--- src/rtl/sub_pkg.sv ---
// Shared definitions for the subtracter result stage: data width and
// the occupancy states of the two-entry output buffer.
package sub_pkg;

    localparam int SUB_W = 6;

    typedef enum logic [1:0] {
        EMPTY = 2'd0,
        ONE   = 2'd1,
        FULL  = 2'd2
    } buf_state_t;

endpackage

--- src/rtl/sub_ovf_detect.sv ---
// Two's-complement overflow detection for a W-bit difference A-B, plus the
// value to store for that difference.
// Build option: SUB_RESULT_SATURATE_EN clamps overflowed results to the
// W-bit signed limit in the direction of the true result; without it the
// wrapped difference passes through unchanged.
module sub_ovf_detect
    import sub_pkg::*;
#(
    parameter int W = SUB_W
) (
    input  logic [W-1:0] Diff,
    input  logic         A_Sign,
    input  logic         B_Sign,
    output logic         ovf,
    output logic [W-1:0] result
);

    // Overflow only when operand signs differ and the result sign disagrees with A.
    always_comb begin
        ovf    = (A_Sign != B_Sign) && (Diff[W-1] != A_Sign);
        result = Diff;
`ifdef SUB_RESULT_SATURATE_EN
        if (ovf) begin
            result = A_Sign ? {1'b1, {(W-1){1'b0}}} : {1'b0, {(W-1){1'b1}}};
        end
`endif
    end

endmodule

--- src/rtl/sub_result_stage.sv ---
// Registered output stage behind the ripple subtracter. Tags each result with
// an overflow flag, holds up to two results in a skid buffer with valid/ready
// on both sides, and counts overflow events (saturating).
// Build option: SUB_RESULT_SATURATE_EN (see sub_ovf_detect) selects clamped
// rather than wrapped storage of overflowed differences.
//
//  state | meaning
//  EMPTY | no entry held; Out_Valid low
//  ONE   | head entry on Out_*; skid slot free
//  FULL  | head on Out_*, second entry in skid slot; In_Ready low
module sub_result_stage
    import sub_pkg::*;
#(
    parameter int W  = SUB_W,
    parameter int CW = 8
) (
    input  logic          Clk,
    input  logic          Reset,
    input  logic          In_Valid,
    output logic          In_Ready,
    input  logic [W-1:0]  Diff,
    input  logic          A_Sign,
    input  logic          B_Sign,
    output logic          Out_Valid,
    input  logic          Out_Ready,
    output logic [W-1:0]  Out_Diff,
    output logic          Out_Ovf,
    output logic [CW-1:0] Ovf_Count
);

    buf_state_t   state;
    logic [W-1:0] skid_diff;
    logic         skid_ovf;
    logic         new_ovf;
    logic [W-1:0] new_diff;
    logic         push;
    logic         pop;

    sub_ovf_detect #(.W(W)) u_ovf_detect (
        .Diff   (Diff),
        .A_Sign (A_Sign),
        .B_Sign (B_Sign),
        .ovf    (new_ovf),
        .result (new_diff)
    );

    assign push = In_Valid && In_Ready;
    assign pop  = Out_Valid && Out_Ready;

    // Occupancy FSM; head and handshake outputs are registered alongside the state.
    always_ff @(posedge Clk or negedge Reset) begin
        if (!Reset) begin
            state     <= EMPTY;
            In_Ready  <= 1'b1;
            Out_Valid <= 1'b0;
            Out_Diff  <= '0;
            Out_Ovf   <= 1'b0;
            skid_diff <= '0;
            skid_ovf  <= 1'b0;
        end else begin
            case (state)
                EMPTY: begin
                    if (push) begin
                        Out_Diff  <= new_diff;
                        Out_Ovf   <= new_ovf;
                        Out_Valid <= 1'b1;
                        state     <= ONE;
                    end
                end
                ONE: begin
                    if (push && !pop) begin
                        skid_diff <= new_diff;
                        skid_ovf  <= new_ovf;
                        In_Ready  <= 1'b0;
                        state     <= FULL;
                    end else if (pop && !push) begin
                        Out_Valid <= 1'b0;
                        state     <= EMPTY;
                    end else if (push && pop) begin
                        Out_Diff <= new_diff;
                        Out_Ovf  <= new_ovf;
                    end
                end
                FULL: begin
                    // In_Ready is low here, so only a pop can happen.
                    if (pop) begin
                        Out_Diff <= skid_diff;
                        Out_Ovf  <= skid_ovf;
                        In_Ready <= 1'b1;
                        state    <= ONE;
                    end
                end
                default: begin
                    state     <= EMPTY;
                    In_Ready  <= 1'b1;
                    Out_Valid <= 1'b0;
                end
            endcase
        end
    end

    // Count accepted overflowed entries, sticking at all-ones.
    always_ff @(posedge Clk or negedge Reset) begin
        if (!Reset) begin
            Ovf_Count <= '0;
        end else if (push && new_ovf && (Ovf_Count != {CW{1'b1}})) begin
            Ovf_Count <= Ovf_Count + 1'b1;
        end
    end

endmodule

--- config.mk ---
export PLATFORM = sky130hd
export DESIGN_NAME = sub_result_stage
export DESIGN_NICKNAME = d
export VERILOG_FILES = /design/src/rtl/sub_pkg.sv /design/src/rtl/sub_ovf_detect.sv /design/src/rtl/sub_result_stage.sv
export SDC_FILE = /design/constraint.sdc
export NUM_CORES = 1
export LEC_CHECK = 0
export CAP_MARGIN = 40
export CORE_ASPECT_RATIO = 1.1
export CORE_MARGIN = 2
export CORE_UTILIZATION = 50
export DETAILED_ROUTE_END_ITERATION = 16
export PLACE_DENSITY = 0.76
export SKIP_LAST_GASP = 1
export SLEW_MARGIN = 20
export SYNTH_ARGS = -nofsm -noshare
export SYNTH_HDL_FRONTEND = slang
export SYNTH_SLANG_ARGS = --single-unit
export TNS_END_PERCENT = 100
--- constraint.sdc ---
create_clock -name Clk -period 4.4 [get_ports Clk]
set_clock_uncertainty 0.2 [all_clocks]
set_input_delay 0.88 -clock Clk [delete_from_list [all_inputs] [get_ports Clk]]
set_output_delay 0.88 -clock Clk [all_outputs]
set_load 0.02 [all_outputs]
After elaboration in Yosys (flattened, before gate mapping)
Index checks and enable logic that the tools add are counted.
- bitwise logic cells: 2
- add/sub/neg operators: 1
- mux-type cells: 24
- equal/unequal tests: 13
- reduce and logical (&&, ||, !) cells: 17
- operators by type and width (cell ; number):
    $mux W6 ; 5
    $pmux W6 S3 ; 1
    $ne A2 B2 Y1 const B ; 7
    $mux W1 ; 10
    $pmux W1 S3 ; 3
    $add A8 B1 Y8 const B ; 1
    $logic_and A1 B1 Y1 ; 8
    $mux W2 ; 4
    $ne A8 B8 Y1 const B ; 1
    $pmux W2 S3 ; 1
    $reduce_and A3 Y1 ; 2
    $reduce_and A6 Y1 ; 1
    $reduce_and A4 Y1 ; 1
    $ne A3 B3 Y1 const B ; 1
    $reduce_bool A3 Y1 ; 1
    $eq A2 B1 Y1 const B ; 1
    $eq A2 B2 Y1 const B ; 1
    $logic_not A1 Y1 ; 2
    $logic_not A2 Y1 ; 1
    $ne A1 B1 Y1 ; 2
    $not A1 Y1 ; 2
    $reduce_and A2 Y1 ; 1
- register bits after elaboration: 26
- bits of input ports: 12

Logic depth before layout (Yosys ltp)
- depth in word-level cells: 6
- depth in mapped cells: 8
- depth with buffers taken out: 7

Cells and area by module
From an unflattened synthesis, not the netlist that was laid out.
- cells, all modules: 117
- area, all modules: 1353.8 um^2
- modules (own cells, without submodules) (module ; area an instance (um^2) ; cells an instance ; times used):
    sub_result_stage ; 1286.2 ; 108 ; 1
    sub_ovf_detect ; 67.6 ; 9 ; 1

Worst setup path after synthesis
Ideal clock, no wire load.
- path kind: input to register
- start: input port In_Valid
- end: register Out_Ovf
- data required time: 4075 ps
- setup slack: 1797 ps
- library setup time: 125 ps
- stages: 6
- data arrival time: 2279 ps
- path buffers: 0
- path through: nand2_1 -> inv_1 -> ha_1 -> or4b_4 -> a22oi_4 -> mux2_2
- longest elaborated chain between the ends: 5
- elaborated cells on any way between the ends: 10
- RTL lines (element ; line ; source):
    start: declaration ; sub_result_stage.sv:19 ; input logic In_Valid,
    $logic_and A1 B1 Y1 (*) ; sub_result_stage.sv:47 ; assign push = In_Valid && In_Ready;
    $logic_not A1 Y1 ; sub_result_stage.sv:76 ; end else if (pop && !push) begin
    $logic_and A1 B1 Y1 ; sub_result_stage.sv:76 ;
    $ne A2 B2 Y1 (no line) ; - ;
    $reduce_and A6 Y1 (no line) (*) ; - ;
    end signal: assignment ; sub_result_stage.sv:65 ; Out_Ovf <= new_ovf;
    end signal: assignment ; sub_result_stage.sv:81 ; Out_Ovf <= new_ovf;
    end signal: assignment ; sub_result_stage.sv:88 ; Out_Ovf <= skid_ovf;
    end: declaration ; sub_result_stage.sv:27 ; output logic Out_Ovf,
Mark *: on every way between the ends. The rest lies on a longest branch, timed or not.
A chain may end at the register's enable or synchronous reset.

Worst setup path in the final report
Ends and elaborated chain as after synthesis.

==> results.md <==
- The run finished with clean final reports.
- The post-synthesis cell type count is 33.
- The source-to-sink clock delay at the later pin of the worst-skew pair is 310 ps.
- The post-synthesis instance total is 117.
- Once routing completed, OpenROAD measured the worst setup slack at 1430 ps.
- The floorplan step set the die height to 57.6 um.
- The standard-cell row count is 19.
- The number of hold violations in the final report was 0.
- Max-cap violations in this run came to 0.
- In this run, synthesis produced a sequential element count of 26.
- The core outline area is 0.00250 mm2.
- TritonCTS built the clock tree.
- The highest net fanout along the worst path is 13.
- The arrival time of data at the critical path endpoint is 2990 ps.
- The library cell used most frequently in the layout, excluding fill and tap cells, is clkdlybuf4s50_1.
- The count of non-filler cells in the finished layout is 178.
- The DRC violation count after routing is 0.
- The critical path is of the in -> reg type.
- The top achievable clock speed is 337 MHz.
- Relative to the synthesized area, the layout overhead comes to 27.6%.
- Dividing total power by cell area gives a power density of 253 mW/mm2.
- Gates resized during post-CTS repair numbered 0.
- The worst path needs 2970 ps of the cycle, external delays included.
- The routed design uses 1.17 mm of met2 wire.
- For this run, the post-layout net count is 164.
- The die covers 0.00304 mm2.
- The initial antenna violation count was 0.
- In the global route stage, overall resource usage came out at 0.177.
- For this design the static power due to leakage is 0.746 nW.
- Buffers placed on the I/O ports in this run total 28.
- The violation count after the first detailed-route iteration is 11.
- In this run the cell area of the synthesized design comes to 0.00131 mm2.
- The clock drives 26 sinks.
- Before antenna repair, the detailed router went through 4 iterations.
- The final route contains 960 vias.
- Once the clock tree was built, the setup fixing pass inserted 0 buffers.
- The number of vias per cell after detailed routing is 5.39.
- For this run, the number of Yosys warnings is 0.
- The worst pin sits at a relative slew slack of 0.700.
- In the detailed route, the total length drawn on met3 is 115 um.
- After clock tree synthesis, the clock-pin slew on the worst setup and hold paths is 140 ps.
- For this run, the share of the core covered by cells in the final layout is 0.667.
- The sort of element at the start of the critical path is an input pin.
- The clock tree root driver cell is clkbuf_4.
- The number of buffers added to fix hold violations after cts is 0.
- The count of pins over their slew limit is 0.
- The class of the tightest hold or removal check is reg -> reg.
- The initial utilization of the core area, before any placement, comes to 0.523.
- The die is 52.7 um wide.
- Signal routing reaches up to met4.
- Setup violations remaining at the end of the flow were counted as 0.
- For this run the aggregate overflow at the end of global routing stands at 0.
- Entering global routing, the biggest net connects 27 pins.
- In this run the remaining antenna-violating nets after routing total 0.
- The number of clock buffers inserted by TritonCTS is 3.
- The share of layout cells above drive strength 1 is 0.156.
- The critical path endpoint category is a flop.
- Summed over all failing endpoints, the final setup total negative slack is 0 ps.
- The routed length per instance is 13.3 um.
- Setup repair after global routing left no endpoint under its margin.
- 0 antenna diodes ended up in the layout.
- The global placer's final weighted congestion is 0.698.
- The post-route standard cell area excluding fillers is 0.00167 mm2.
- The first global-routing pass estimated 4.06 mm of wire.
- The average instance in the mapped netlist occupies 11.2 um2.
- Across the VDD grid, the largest voltage drop is 0.204 mV.
- CTS built an H-tree with a depth of 1.
- The number of global-route vias before repair is 958.
- The HPWL after detailed placement is 1.74 mm.
- The worst slack on hold paths is 304 ps.
- In the finished design, the share of the clock period the worst path needs comes to 0.675.
- Summing all placed instances gives a cell area of 0.00161 mm2.
- The placed instance count is 174.
- The transition time at the pin with the least slew margin is 449 ps.
- The proportion of synthesized chip area in sequential cells is 0.500.
- The library cells used most frequently in the layout, excluding fill and tap cells, are clkdlybuf4s50_1, dfrtp_1, nor2_1, nand2_1, mux2_2.
- Timing analysis after detailed placement gives a worst setup slack of 1070 ps.
- The total power consumption of the routed design is 421 uW.
- In this run the deepest clock path goes through 2 buffers.
- The detailed-route wire length is 2.36 mm.
- 29 I/O pins were placed.
- The data required time of the critical path is 4420 ps.
- The net count of the mapped netlist is 133.
- The routed metal-1 wirelength is 1.06 mm.
==> power by group <==
group	switching [mW]	internal, mW	total (mW)
combinational	0.00898	0.0109	0.0199
clock	0.0706	0.0920	0.163
sequential	0	0.239	0.239
total	0.0795	0.342	0.421
==> worst max-delay path, cell delays in order <==
cell,delay (ps)
clkdlybuf4s50_1,420
nand2_1,120
inv_1,70
ha_1,230
or4b_4,550
a22oi_4,350
mux2_2,380
==> worst paths after layout <==
check,end,slack [ps],from,cells after the start
worst max register to register,Out_Ovf,2010,In_Ready,5
max in group asynchronous,In_Ready,2980,Reset,2
worst min register to register,skid_ovf,300,skid_ovf,2
min in group asynchronous,Out_Valid,720,Reset,2
worst min-delay path,skid_ovf,300,skid_ovf,2
worst max-delay path,Out_Ovf,1430,In_Valid,7
==> Yosys cell counts <==
library cell / instances / area (um2)
o21a_1: 2 / 15.0
nand3_1: 3 / 15.0
clkbuf_2: 1 / 5.00
nand3b_1: 2 / 15.0
a21boi_0: 1 / 7.51
a31oi_1: 3 / 18.8
a22oi_4: 1 / 21.3
a21oi_1: 4 / 20.0
nand2_1: 9 / 33.8
buf_2: 2 / 10.0
o21ai_0: 6 / 30.0
a41oi_1: 1 / 8.76
nand4_1: 2 / 12.5
nor3b_1: 1 / 7.51
nand2b_1: 2 / 12.5
and3b_1: 1 / 8.76
mux2i_1: 7 / 70.1
inv_1: 4 / 15.0
and4_1: 1 / 8.76
buf_6: 1 / 11.3
or4b_4: 1 / 13.8
a22oi_1: 1 / 7.51
xor2_1: 1 / 8.76
o21ba_2: 1 / 10.0
xnor2_1: 2 / 17.5
mux2_2: 9 / 101
dfstp_2: 1 / 26.3
a21oi_2: 4 / 35.0
nor2b_1: 3 / 18.8
dfrtp_1: 25 / 626
nor2_1: 10 / 37.5
and2_1: 1 / 6.26
ha_1: 4 / 50.1
==> per-layer routing <==
layer  vias up  global-route usage
li1        474                   -
met3         2              0.0262
met1       460               0.223
met4         0              0.0549
met5         -                   0
met2        24               0.309
==> layout make-up <==
| type | count | area (um2) |
|---|---|---|
| clock buffer | 3 | 22.5 |
| fill | 213 | 831 |
| tap | 31 | 38.8 |
| multi-input combinational | 83 | 612 |
| inverter | 4 | 15.0 |
| clock inverter | 1 | 30.0 |
| timing repair buffer | 30 | 295 |
| sequential | 26 | 652 |
==> kinds of logic after synthesis <==
family | Yosys count | synth area share
flip-flops | 26 | 0.500
AND/OR/NAND/NOR | 36 | 0.146
multiplexers | 16 | 0.131
AO/OA/AOI/OAI | 24 | 0.133
adder cells (fa/ha/maj) | 4 | 0.0384
XOR/XNOR | 3 | 0.0201
buffers and inverters | 8 | 0.0316
==> flip-flops by register name (all words and copies together) (netlist names) <==
signal     count
Ovf_Count      8
Out_Diff       6
skid_diff      6
state          2
In_Ready       1
Out_Ovf        1
Out_Valid      1
skid_ovf       1
Note: power is estimated with default switching activity, not from simulation.
